### config.mk
export PLATFORM = sky130hd
export DESIGN_NAME = uart_tx_cfg_flat
export DESIGN_NICKNAME = d
export VERILOG_FILES = /design/src/rtl/uart_tx_cfg_pkg.sv /design/src/rtl/uart_tx_cfg_if.sv /design/src/rtl/uart_tx_cfg_parity.sv /design/src/rtl/uart_tx_cfg.sv /design/src/flat_wrapper.sv
export SDC_FILE = /design/constraint.sdc
export NUM_CORES = 1
export LEC_CHECK = 0
export CAP_MARGIN = 15
export CORE_ASPECT_RATIO = 0.75
export CORE_MARGIN = 4
export CORE_UTILIZATION = 40
export DETAILED_ROUTE_END_ITERATION = 10
export PLACE_DENSITY = 0.73
export SKIP_CTS_REPAIR_TIMING = 1
export SYNTH_ARGS = -nofsm -noshare
export SYNTH_HDL_FRONTEND = slang
export SYNTH_SLANG_ARGS = --single-unit
### constraint.sdc
create_clock -name clk -period 5.08 [get_ports clk]
set_clock_uncertainty 0.15 [all_clocks]
set_input_delay 1.524 -clock clk [delete_from_list [all_inputs] [get_ports clk]]
set_output_delay 1.524 -clock clk [all_outputs]
set_load 0.005 [all_outputs]
### src/rtl/uart_tx_cfg_pkg.sv
// Package: uart_tx_cfg_pkg
// Shared definitions for the configurable UART serialiser. The future receiver
// is expected to import the same package.
//   tx_state_e            frame FSM states
//   PAR_* / STOP_*        encodings of cfg_parity / cfg_stop
//   DBIT_MIN              narrowest data field supported
//   clamp_dbits()         forces a requested width into DBIT_MIN..max_bits
package uart_tx_cfg_pkg;

    typedef enum logic [2:0] {
        ST_IDLE   = 3'd0,
        ST_START  = 3'd1,
        ST_DATA   = 3'd2,
        ST_PARITY = 3'd3,
        ST_STOP   = 3'd4
    } tx_state_e;

    // cfg_parity: 2'b11 is treated like PAR_NONE
    localparam logic [1:0] PAR_NONE = 2'b00;
    localparam logic [1:0] PAR_EVEN = 2'b01;
    localparam logic [1:0] PAR_ODD  = 2'b10;

    // cfg_stop: 2'b11 is treated like STOP_2
    localparam logic [1:0] STOP_1   = 2'b00;
    localparam logic [1:0] STOP_1P5 = 2'b01;
    localparam logic [1:0] STOP_2   = 2'b10;

    localparam int unsigned DBIT_MIN = 5;

    function automatic logic [3:0] clamp_dbits(input logic [3:0] req,
                                               input int unsigned max_bits);
        logic [3:0] lo;
        logic [3:0] hi;
        lo = 4'(DBIT_MIN);
        hi = 4'(max_bits);
        if (req < lo)
            return lo;
        else if (req > hi)
            return hi;
        else
            return req;
    endfunction

endpackage

### src/rtl/uart_tx_cfg_if.sv
// Interface: uart_tx_cfg_if
// Request/status bundle between the UART register block (master) and the
// serialiser (slave).
//   tx_start, din, cfg_dbits, cfg_parity, cfg_stop : master -> slave
//   tx_ready, tx_busy, tx_done_tick                : slave -> master
interface uart_tx_cfg_if #(
    parameter int DBIT_MAX = 8
);
    logic                tx_start;
    logic [DBIT_MAX-1:0] din;
    logic [3:0]          cfg_dbits;
    logic [1:0]          cfg_parity;
    logic [1:0]          cfg_stop;
    logic                tx_ready;
    logic                tx_busy;
    logic                tx_done_tick;

    modport master (
        output tx_start, din, cfg_dbits, cfg_parity, cfg_stop,
        input  tx_ready, tx_busy, tx_done_tick
    );

    modport slave (
        input  tx_start, din, cfg_dbits, cfg_parity, cfg_stop,
        output tx_ready, tx_busy, tx_done_tick
    );
endinterface

### src/rtl/uart_tx_cfg_parity.sv
// Module: uart_tx_cfg_parity
// Combinational parity generator shared by transmitter and receiver.
//   data  in  W   data field, bits above the frame width already forced to 0
//   odd   in  1   1 = odd parity, 0 = even parity
//   par   out 1   parity bit to place on the line
// Zeroed upper bits do not disturb the XOR, so the width is only needed by
// whoever does the masking.
module uart_tx_cfg_parity #(
    parameter int W = 8
) (
    input  logic [W-1:0] data,
    input  logic         odd,
    output logic         par
);
    assign par = (^data) ^ odd;
endmodule

### src/rtl/uart_tx_cfg.sv
// Module: uart_tx_cfg
// Runtime-configurable UART serialiser: start bit, 5..DBIT_MAX data bits LSB
// first, optional even/odd parity, then 1, 1.5 or 2 stop bits. Every bit period
// is OVS oversample ticks (s_tick) long.
//   clk      in   system clock, rising edge
//   reset_n  in   asynchronous active-low reset
//   s_tick   in   oversample tick from baud_gen, one clk wide
//   bus      slave modport of uart_tx_cfg_if (start/data/config in, status out)
//   dout     out  registered serial line, idle high
module uart_tx_cfg
    import uart_tx_cfg_pkg::*;
#(
    parameter int DBIT_MAX = 8,
    parameter int OVS      = 16
) (
    input  logic         clk,
    input  logic         reset_n,
    input  logic         s_tick,
    uart_tx_cfg_if.slave bus,
    output logic         dout
);
    localparam int TW = $clog2(2 * OVS);
    localparam int BW = $clog2(DBIT_MAX);

    localparam logic [TW-1:0] BIT_LAST   = TW'(OVS - 1);
    localparam logic [TW-1:0] STOP1_LAST = TW'(OVS - 1);
    localparam logic [TW-1:0] STOP15_LAST = TW'((3 * OVS) / 2 - 1);
    localparam logic [TW-1:0] STOP2_LAST = TW'(2 * OVS - 1);

    tx_state_e           state_reg;
    logic [TW-1:0]       tick_reg;
    logic [BW-1:0]       bit_reg;
    logic [BW-1:0]       last_bit_reg;
    logic [DBIT_MAX-1:0] shift_reg;
    logic                par_en_reg;
    logic                par_bit_reg;
    logic [TW-1:0]       stop_last_reg;
    logic                dout_reg;
    logic                ready_reg;
    logic                done_reg;

    // Frame parameters derived from the live inputs; only captured on acceptance,
    // which is what makes mid-frame config changes harmless.
    logic [3:0]          dbits_clamped;
    logic [BW-1:0]       last_bit_in;
    logic [DBIT_MAX-1:0] din_masked;
    logic                par_calc;
    logic                par_en_in;
    logic [TW-1:0]       stop_last_in;

    assign dbits_clamped = clamp_dbits(bus.cfg_dbits, DBIT_MAX);
    assign last_bit_in   = BW'(dbits_clamped - 4'd1);
    assign par_en_in     = (bus.cfg_parity == PAR_EVEN) || (bus.cfg_parity == PAR_ODD);

    generate
        for (genvar gi = 0; gi < DBIT_MAX; gi++) begin : g_mask
            assign din_masked[gi] = bus.din[gi] & (4'(gi) < dbits_clamped);
        end
    endgenerate

    uart_tx_cfg_parity #(
        .W (DBIT_MAX)
    ) u_parity (
        .data (din_masked),
        .odd  (bus.cfg_parity == PAR_ODD),
        .par  (par_calc)
    );

    always_comb begin
        stop_last_in = STOP2_LAST;
        case (bus.cfg_stop)
            STOP_1:   stop_last_in = STOP1_LAST;
            STOP_1P5: stop_last_in = STOP15_LAST;
            default:  stop_last_in = STOP2_LAST;
        endcase
    end

    always_ff @(posedge clk or negedge reset_n) begin
        if (!reset_n) begin
            state_reg     <= ST_IDLE;
            tick_reg      <= '0;
            bit_reg       <= '0;
            last_bit_reg  <= '0;
            shift_reg     <= '0;
            par_en_reg    <= 1'b0;
            par_bit_reg   <= 1'b0;
            stop_last_reg <= '0;
            dout_reg      <= 1'b1;
            ready_reg     <= 1'b1;
            done_reg      <= 1'b0;
        end else begin
            done_reg <= 1'b0;
            case (state_reg)
                ST_IDLE: begin
                    dout_reg <= 1'b1;
                    // ready_reg is still 0 in the cycle right after a frame
                    // ends (the done cycle); it rises one edge later.
                    if (ready_reg && bus.tx_start) begin
                        state_reg     <= ST_START;
                        dout_reg      <= 1'b0;
                        ready_reg     <= 1'b0;
                        tick_reg      <= '0;
                        bit_reg       <= '0;
                        shift_reg     <= din_masked;
                        last_bit_reg  <= last_bit_in;
                        par_en_reg    <= par_en_in;
                        par_bit_reg   <= par_calc;
                        stop_last_reg <= stop_last_in;
                    end else begin
                        ready_reg <= 1'b1;
                    end
                end
                ST_START: begin
                    if (s_tick) begin
                        if (tick_reg == BIT_LAST) begin
                            tick_reg  <= '0;
                            state_reg <= ST_DATA;
                            dout_reg  <= shift_reg[0];
                        end else begin
                            tick_reg <= tick_reg + TW'(1);
                        end
                    end
                end
                ST_DATA: begin
                    if (s_tick) begin
                        if (tick_reg == BIT_LAST) begin
                            tick_reg <= '0;
                            if (bit_reg == last_bit_reg) begin
                                if (par_en_reg) begin
                                    state_reg <= ST_PARITY;
                                    dout_reg  <= par_bit_reg;
                                end else begin
                                    state_reg <= ST_STOP;
                                    dout_reg  <= 1'b1;
                                end
                            end else begin
                                // Look one bit ahead so dout changes on the boundary edge.
                                bit_reg   <= bit_reg + BW'(1);
                                shift_reg <= shift_reg >> 1;
                                dout_reg  <= shift_reg[1];
                            end
                        end else begin
                            tick_reg <= tick_reg + TW'(1);
                        end
                    end
                end
                ST_PARITY: begin
                    if (s_tick) begin
                        if (tick_reg == BIT_LAST) begin
                            tick_reg  <= '0;
                            state_reg <= ST_STOP;
                            dout_reg  <= 1'b1;
                        end else begin
                            tick_reg <= tick_reg + TW'(1);
                        end
                    end
                end
                ST_STOP: begin
                    if (s_tick) begin
                        if (tick_reg == stop_last_reg) begin
                            tick_reg  <= '0;
                            state_reg <= ST_IDLE;
                            done_reg  <= 1'b1;
                        end else begin
                            tick_reg <= tick_reg + TW'(1);
                        end
                    end
                end
                default: begin
                    state_reg <= ST_IDLE;
                    dout_reg  <= 1'b1;
                    ready_reg <= 1'b1;
                end
            endcase
        end
    end

    assign dout             = dout_reg;
    assign bus.tx_ready     = ready_reg;
    assign bus.tx_busy      = ~ready_reg;
    assign bus.tx_done_tick = done_reg;

endmodule

### src/flat_wrapper.sv
// flat-port wrapper written by rule: the top's interface ports become plain ports
module uart_tx_cfg_flat import uart_tx_cfg_pkg::*;
#(
    parameter int DBIT_MAX = 8,
    parameter int OVS      = 16
)
  (clk, reset_n, s_tick, dout, bus_tx_start, bus_din, bus_cfg_dbits, bus_cfg_parity, bus_cfg_stop, bus_tx_ready, bus_tx_busy, bus_tx_done_tick);
  uart_tx_cfg_if #(.DBIT_MAX(DBIT_MAX)) bus_i ();
  input  logic clk;
  input  logic reset_n;
  input  logic s_tick;
  output logic dout;
  input wire logic [$bits(bus_i.tx_start)-1:0] bus_tx_start;
  input wire logic [$bits(bus_i.din)-1:0] bus_din;
  input wire logic [$bits(bus_i.cfg_dbits)-1:0] bus_cfg_dbits;
  input wire logic [$bits(bus_i.cfg_parity)-1:0] bus_cfg_parity;
  input wire logic [$bits(bus_i.cfg_stop)-1:0] bus_cfg_stop;
  output wire logic [$bits(bus_i.tx_ready)-1:0] bus_tx_ready;
  output wire logic [$bits(bus_i.tx_busy)-1:0] bus_tx_busy;
  output wire logic [$bits(bus_i.tx_done_tick)-1:0] bus_tx_done_tick;
  assign bus_i.tx_start = bus_tx_start;
  assign bus_i.din = bus_din;
  assign bus_i.cfg_dbits = bus_cfg_dbits;
  assign bus_i.cfg_parity = bus_cfg_parity;
  assign bus_i.cfg_stop = bus_cfg_stop;
  assign bus_tx_ready = bus_i.tx_ready;
  assign bus_tx_busy = bus_i.tx_busy;
  assign bus_tx_done_tick = bus_i.tx_done_tick;
  uart_tx_cfg #(.DBIT_MAX(DBIT_MAX), .OVS(OVS)) u_core (.clk(clk), .reset_n(reset_n), .s_tick(s_tick), .bus(bus_i), .dout(dout));
endmodule
==> flow_metrics.tcl <==
set metrics [dict create \
    status "finished, final reports clean" \
    globalplace.congestion 0.8400 \
    layout-drive-gt1-share 0.07860 \
    cp_data_arrival_time_ns 3.70 \
    worstSetupStartpointType "input port" \
    wl_per_cell_um 12.17 \
    min_from "u_core.shift_reg[0]$_DFFE_PN0P_" \
    largest_reg_flops 8 \
    synth_cell_types 47 \
    final_max_slew_viol_count 0 \
    p_leak_nw 0.9958 \
    port_buffers 23 \
    drv_cap 0 \
    ant_nets 0 \
    dpl.hpwl_um 2587 \
    hold_slack_ns 0.3322 \
    yosysSeqAreaShare 0.4095 \
    rsz0062_at_grt "false" \
    regArea_um2 753.2 \
    die_w_um 86.30 \
    cts.sinks 30 \
    grt.total_usage 0.1349 \
    diodes 0 \
    clockRootBuffer "clkbuf_8" \
    viasPerCell 5.105 \
    finalCritPeriodShare 0.7153 \
    wl_um 3482 \
    dieArea_um2 5758 \
    synth_area_leaders "dfrtp_1, o21ai_1, ha_1" \
    grt_remaining_overflow 0 \
    multi_input_area_um2 985.9 \
    r2r_end "u_core.bit_reg[2]$_DFFE_PN0P_" \
    clk_latency_ns 0.28 \
    grt_pass1_wl_um 6072 \
    htree_levels 2 \
    whs_path_depth 2 \
    coreArea_um2 4441 \
    synth_top_area_frac 0.3810 \
    fillCellCount 439 \
    cts_buffers 5 \
    hold_path_end "u_core.shift_reg[0]$_DFFE_PN0P_" \
    vias 1460 \
    place_area_um2 2112 \
    stdcell_count 286 \
    ys_ff_latch 30 \
    worst_slew_pin_slew_ns 0.5723 \
    reg2reg_depth 9 \
    path_clk_slew_ns 0.06 \
    crit_type "in -> reg" \
    num-nets-final 256 \
    syn_avg_cell_area_um2 8.885 \
    place_inst 278 \
    hp-class "reg -> reg" \
    drcViolationCount 0 \
    power_density_nw_per_um2 408.5 \
    setup_viol 0 \
    synthTopCellsByCount "dfrtp_1, nand2_1, o21ai_1" \
    design_area_um2 2203 \
    syn_to_final_growth_pct 19.80 \
    worstReg2RegStart "u_core.tick_reg[1]$_DFFE_PN0P_" \
    first_global_vias 1344 \
    slew_headroom 0.6185 \
    max_freq_ghz 0.2752 \
    cp-end-kind "flip-flop" \
    vdd_drop_max_v 0.0001697 \
    synthMostInstantiatedCell "dfrtp_1" \
    start_util 0.4142 \
    floorplan.die.height_um 66.73 \
    rows 21 \
    antenna_found_initial 0 \
    synthArstFlopShare 1.000 \
    ioPinCount 24 \
    syn_area_um2 1839 \
    synth-edff-count 0 \
    synth_top_area_cell "dfrtp_1" \
    first_pass_iters 4 \
    finalHoldViolations 0 \
    initialDrtViolationCount 57 \
    cts_tree "done" \
    crit_fanout 21 \
    final.min_clock_period_ns 3.634 \
    grt_max_degree 31 \
    ys.flop_type "dfrtp_1" \
    dp_slack_ns 1.137 \
    regToRegSetupSlack_ns 2.46 \
    synth_warnings 0 \
    tns_ns 0 \
    clock_path_buffers 2 \
    synth_nets 235 \
    synthCells 207 \
    worstPathRequired_ns 5.15 \
    fin_ws_ns 1.446 \
]
worst max-delay path, cell delays in order:
cell             delay [ns]
clkdlybuf4s50_1        0.72
and3_1                 0.24
o31ai_1                0.07
a211o_1                0.53
or4b_1                 0.54
nand2_1                0.07
kinds of logic after synthesis:
family          Yosys count  share of synthesized area
flops                    30                     0.4095
buf+inv                  26                    0.05442
xor+xnor                 13                    0.06939
compound gates           57                     0.1980
simple gates             67                     0.1810
fa+ha+maj                 8                    0.05442
mux                       6                    0.03333
through the flow:
stage	total power, mW	utilization
final	0.9000	0.4962
after global routing	0.9774	0.4962
after CTS	0.9115	0.4962
after detailed placement	0.7130	0.4756
after global placement	0.6992	0.4756
after floorplan	0.6151	-
worst max path at each step:
stage | startpoint | endpoint | slack (ns) | cells past startpoint
floorplan | bus_cfg_dbits[3] | u_core.par_bit_reg$_DFFE_PN0P_ | 1.93 | 8
global placement | s_tick | u_core.bit_reg[2]$_DFFE_PN0P_ | 1.19 | 6
detailed placement | s_tick | u_core.bit_reg[2]$_DFFE_PN0P_ | 1.14 | 6
CTS | s_tick | u_core.bit_reg[2]$_DFFE_PN0P_ | 1.43 | 6
global route | s_tick | u_core.bit_reg[2]$_DFFE_PN0P_ | 1.33 | 6
finish | s_tick | u_core.bit_reg[2]$_DFFE_PN0P_ | 1.45 | 6
layout by cell type, fill, tap and decap left out, types with 2 or more instances in the layout:
master,n
nand2b_1,3
o21ai_0,5
clkdlybuf4s50_1,23
nor3b_1,2
a31oi_1,3
a22oi_1,2
xnor2_1,3
a21o_1,2
inv_1,14
xor2_1,9
buf_4,2
nor2_1,13
nand3b_1,2
dfstp_2,2
nor3_1,2
mux2i_1,5
and3b_1,2
o21ai_1,24
a21oi_1,5
o31ai_1,4
ha_1,8
or3_1,2
dfrtp_1,28
nand3_1,8
nor2b_1,2
nand2_1,25
clkbuf_8,6
routing by layer:
metal,wire (um),vias up,track usage
met5,0,-,0
met4,24,0,0.02918
met3,200,4,0.04821
met2,1547,31,0.2135
met1,1709,671,0.1779
li1,-,754,-
layout make-up:
type                            count  area share
Clock buffer                        7     0.03918
Clock inverter                      1    0.002271
Inverter                           15     0.02555
Multi-Input combinational cell    151      0.4475
Sequential cell                    30      0.3419
Tap cell                           57     0.03237
Timing Repair Buffer               25      0.1113
power by group:
part	internal [mW]	switching, mW	total (mW)
clock network	0.109	0.0874	0.196
registers	0.324	0.0784	0.403
logic	0.145	0.156	0.301
total	0.578	0.322	0.900
No activity file was read; power rests on OpenSTA's default activity.
